[src/rtl/tx_layer_pkg.sv]
// Shared definitions for the transmit layer: state encodings, FIFO indices,
// FIFO geometry and default thresholds used by the flow controller, FIFOs and arbiter.
package tx_layer_pkg;

  localparam int NUM_FIFOS  = 4;
  localparam int DEPTH      = 8;
  localparam int CW         = 4;
  localparam int AF_DEFAULT = 6;
  localparam int AE_DEFAULT = 1;
  localparam int IDLE_HOLD  = 2;

  // Bit positions of each FIFO in the fifo_empty/fifo_full/error_out vectors
  localparam int IDX_VC0 = 0;
  localparam int IDX_VC1 = 1;
  localparam int IDX_D0  = 2;
  localparam int IDX_D1  = 3;

  typedef enum logic [2:0] {
    ST_RESET  = 3'd0,
    ST_INIT   = 3'd1,
    ST_IDLE   = 3'd2,
    ST_ACTIVE = 3'd3,
    ST_ERROR  = 3'd4
  } tx_state_e;

endpackage

[src/rtl/tx_idle_hold_cnt.sv]
// Saturating counter of consecutive all-empty cycles; done fires on the
// increment that reaches IDLE_HOLD so the caller can leave ACTIVE on that edge.
module tx_idle_hold_cnt #(
  parameter int IDLE_HOLD = 2
) (
  input  logic clk,
  input  logic reset,
  input  logic clear,
  input  logic inc,
  output logic done
);

  localparam int W = $clog2(IDLE_HOLD + 1);

  logic [W-1:0] cnt;

  assign done = inc && (cnt >= W'(IDLE_HOLD - 1));

  always_ff @(posedge clk) begin
    if (reset || clear) begin
      cnt <= '0;
    end else if (inc && (cnt != W'(IDLE_HOLD))) begin
      cnt <= cnt + 1'b1;
    end
  end

endmodule

[src/rtl/tx_flow_ctrl.sv]
// Link-level sequencing controller for the transmit VC arbiter and its FIFOs:
// RESET/INIT/IDLE/ACTIVE/ERROR state machine, threshold latching and status.
module tx_flow_ctrl
  import tx_layer_pkg::*;
#(
  parameter int NUM_FIFOS  = tx_layer_pkg::NUM_FIFOS,
  parameter int DEPTH      = tx_layer_pkg::DEPTH,
  parameter int CW         = tx_layer_pkg::CW,
  parameter int AF_DEFAULT = tx_layer_pkg::AF_DEFAULT,
  parameter int AE_DEFAULT = tx_layer_pkg::AE_DEFAULT,
  parameter int IDLE_HOLD  = tx_layer_pkg::IDLE_HOLD
) (
  input  logic                 clk,
  input  logic                 reset,
  input  logic                 init,
  input  logic [CW-1:0]        thr_af_in,
  input  logic [CW-1:0]        thr_ae_in,
  input  logic [NUM_FIFOS-1:0] fifo_empty,
  input  logic [NUM_FIFOS-1:0] fifo_full,
  output logic [CW-1:0]        thr_af,
  output logic [CW-1:0]        thr_ae,
  output logic                 arb_enable,
  output logic                 idle,
  output logic                 active,
  output logic [NUM_FIFOS-1:0] error_out,
  output logic [2:0]           state
);

  localparam logic [CW-1:0] DEPTH_C = CW'(DEPTH);
  localparam logic [CW-1:0] AF_DEF  = CW'(AF_DEFAULT);
  localparam logic [CW-1:0] AE_DEF  = CW'(AE_DEFAULT);

  tx_state_e     state_q;
  logic [CW-1:0] cand_af;
  logic [CW-1:0] cand_ae;
  logic          any_full;
  logic          all_empty;
  logic          cand_valid;
  logic          hold_inc;
  logic          hold_clear;
  logic          hold_done;

  assign any_full   = |fifo_full;
  assign all_empty  = &fifo_empty;
  assign cand_valid = (cand_ae < cand_af) && (cand_af <= DEPTH_C);

  assign hold_inc   = (state_q == ST_ACTIVE) && all_empty && !any_full;
  assign hold_clear = !hold_inc || hold_done;

  tx_idle_hold_cnt #(
    .IDLE_HOLD(IDLE_HOLD)
  ) u_hold (
    .clk  (clk),
    .reset(reset),
    .clear(hold_clear),
    .inc  (hold_inc),
    .done (hold_done)
  );

  assign state      = state_q;
  assign arb_enable = (state_q == ST_ACTIVE);
  assign active     = (state_q == ST_ACTIVE);
  assign idle       = (state_q == ST_IDLE);

  // Candidate is also captured on the IDLE->INIT edge so a one-cycle init
  // request still carries its thresholds into validation.
  always_ff @(posedge clk) begin
    if (reset) begin
      state_q   <= ST_RESET;
      thr_af    <= AF_DEF;
      thr_ae    <= AE_DEF;
      cand_af   <= AF_DEF;
      cand_ae   <= AE_DEF;
      error_out <= '0;
    end else begin
      unique case (state_q)
        ST_RESET: state_q <= ST_INIT;
        ST_INIT: begin
          if (init) begin
            cand_af <= thr_af_in;
            cand_ae <= thr_ae_in;
          end else if (cand_valid) begin
            thr_af  <= cand_af;
            thr_ae  <= cand_ae;
            state_q <= ST_IDLE;
          end else begin
            state_q <= ST_ERROR;
          end
        end
        ST_IDLE: begin
          if (any_full) begin
            error_out <= fifo_full;
            state_q   <= ST_ERROR;
          end else if (init) begin
            cand_af <= thr_af_in;
            cand_ae <= thr_ae_in;
            state_q <= ST_INIT;
          end else if (!all_empty) begin
            state_q <= ST_ACTIVE;
          end
        end
        ST_ACTIVE: begin
          if (any_full) begin
            error_out <= fifo_full;
            state_q   <= ST_ERROR;
          end else if (hold_done) begin
            state_q <= ST_IDLE;
          end
        end
        ST_ERROR: error_out <= error_out | fifo_full;
        default:  state_q <= ST_RESET;
      endcase
    end
  end

endmodule

[config.mk]
export PLATFORM = sky130hd
export DESIGN_NAME = tx_flow_ctrl
export DESIGN_NICKNAME = d
export VERILOG_FILES = /design/src/rtl/tx_layer_pkg.sv /design/src/rtl/tx_idle_hold_cnt.sv /design/src/rtl/tx_flow_ctrl.sv
export SDC_FILE = /design/constraint.sdc
export NUM_CORES = 1
export LEC_CHECK = 0
export CAP_MARGIN = 20
export CORE_MARGIN = 2
export CORE_UTILIZATION = 45
export DETAILED_ROUTE_END_ITERATION = 10
export PLACE_DENSITY = 0.77
export SYNTH_ARGS = -nofsm -noshare
export SYNTH_HDL_FRONTEND = slang
export SYNTH_SLANG_ARGS = --single-unit
[constraint.sdc]
create_clock -name clk -period 2.19 [get_ports clk]
set_clock_uncertainty 0.2 [all_clocks]
set_input_delay 0.438 -clock clk [delete_from_list [all_inputs] [get_ports clk]]
set_output_delay 0.438 -clock clk [all_outputs]
set_load 0.05 [all_outputs]
==> results.cfg <==
[outcome]
status = complete, no violations

[timing]
rsz0062_at_grt = no
holdWs_ps = 283
layout_min_cycle_time_ps = 2130
slew_headroom_pct = 66.2
max_clock_freq_ghz = 0.469
finalWorstSetupSlack_ps = 55.7
post-route-period-util_pct = 97.5
finalSetupTns_ps = 0
tightest_slew_ps = 505
hold_viol = 0
setup_violations = 0
slew_viol_final = 0

[route]
via_per_inst = 5.30
drtIter0Drc = 16
drt-total-wl_mm = 2.61
vias = 1054
ant_nets = 0
drc = 0
avgRoutedWirePerCell_um = 13.1
first_pass_iters = 4

[pwr]
p_leak_nw = 0.713
p_total_mw = 1.16
peakVddDrop_mv = 0.429
power_density_nw_per_um2 = 706

[global_routing]
grt_first_pass_wirelength_mm = 4.15
grt_use_total_pct = 19.2
grt_pass1_vias = 961
antenna_found_initial = 0
grt.overflow.total = 0
grt_max_degree = 21

[synthesis]
synth-edff-count = 0
synthTopCellsByCount = nor2_1, dfxtp_1, mux2i_1
synth-seq-area-share_pct = 43.3
synthMuxAreaShare_pct = 9.52
synth_top_cell_area_share_pct = 43.3
netlist_instances = 128
synthArstFlopShare_pct = 0
synth_xor_area_share_pct = 0.758
yosys.area_share.simple_pct = 19.4
avgSynthCellArea_sq_um = 9.03
synth_seq_cells = 25
synth_compound_area_share_pct = 15.9
yosysUniqueCellTypes = 33
synth_area_sq_um = 1160
synth_top_family_by_area = simple AND/OR/NAND/NOR gates
synth.most_common_cell = nor2_1
yosysWarningCount = 0
synth_fp_nets = 152
synth_fa_ha_area_share_pct = 5.41
synth_top_cell_by_area = dfxtp_1
dominantRegCellSynth = dfxtp_1
synth_area_leaders = dfxtp_1, mux2i_1, nor2_1

[worst_setup_path]
path_max_fanout = 2
crit_chain = clkdlybuf4s50_1
cpPeakStageDelay_ps = 810
critPathRequiredTime_ps = 1550
critical_path_class = reg2out
crit_family = buffers and inverters
cp_num_buf_inv = 1
crit_slowest_cell = clkdlybuf4s50_1
crit_path_end_kind = output port
arrival_ps = 1500
worstSetupStartpointType = flop

[place]
place.gp.congestion = 0.789
place_ws_ps = -207
dp.final_hpwl_mm = 1.98
port_buffers = 36
post_dp_cell_area_sq_um = 1600
dp_cells = 195

[finish]
final_util_pct = 66.9
drive_gt1_share_pct = 13.6
design_area_sq_um = 1640
stdcell_count = 199
n_antenna_cell = 0
nets = 194
area_growth_pct = 42.0

[clock_network]
ctsHtreeMaxLevel = 1
cts_buffer_depth = 2
clk_pin_slew_worst_paths_ps = 130
cts_tree = yes
cts.sinks = 25
cts-hold-fix-buffers = 0
cts_made_buffers = 3
worstSkewPairLatency_ps = 320
cts-root-buf = clkbuf_4

[die]
ioPinCount = 37
num_rows = 18
die_w_um = 54.7
start_util_pct = 47.1
die-area_sq_um = 2990
die_height_um = 54.7
core_region_area_sq_um = 2450

[job]
maxCapViolations = 0

[worst_hold_path]
hp-class = reg2reg
final cells by class:
class / count / area [sq um]
Inverter: 7 / 26.3
Tap cell: 30 / 37.5
Multi-Input combinational cell: 89 / 602
Timing Repair Buffer: 44 / 448
Clock buffer: 4 / 26.3
Sequential cell: 25 / 502
Fill cell: 205 / 813
layout by cell type (no fill, tap or decap), types with 2 or more instances in the layout:
master           instances
clkdlybuf4s50_1         30
nor2_1                  27
dfxtp_1                 24
mux2i_1                 11
buf_4                   10
inv_1                    7
nor3_1                   7
nand2_1                  6
a21oi_1                  6
ha_1                     5
a22oi_1                  4
clkbuf_4                 3
buf_12                   3
nand2b_1                 2
o21ai_0                  2
a211o_1                  2
logic make-up (layout without fill, tap and decap cells):
logic type      count (synthesis)  count (layout)
flops                          25              25
simple gates                   49              49
fa+ha+maj                       5               5
mux                            11              11
xor+xnor                        1               1
buf+inv                        14              55
compound gates                 23              23
power by group:
group          internal [mW]  total [mW]  switching [mW]
combinational          0.181       0.423           0.242
clock                 0.0713       0.207           0.136
sequential             0.494       0.529          0.0349
total                  0.746        1.16           0.413
worst paths after layout:
check         endpoint  slack, ps        from  cells after the start
max reg2reg  thr_af[3]        150  cand_af[3]                      7
min          thr_af[2]        280   thr_af[2]                      1
max          thr_af[3]         60   thr_af[3]                      1
min reg2reg  thr_af[2]        280   thr_af[2]                      1
repair_timing:
item | in CTS | in global routing
setup buffers | 0 | 0
gates resized for setup | 0 | 2
setup endpoints to repair | 0 | 4
sequential cells by signal, indices dropped and copies added, names as in the netlist:
signal	flops
state	3
thr_af	4
error_out	4
cand_ae	4
u_hold.cnt	2
cand_af	4
thr_ae	4
layer usage:
layer	GRT usage (%)	vias up	part of all wire, %
met5	0	-	0
met1	23.8	490	43
met3	3.01	5	5.5
met2	33.1	33	50
li1	-	526	-
met4	7.08	0	1.2
Power figures use the tool's default switching activity.
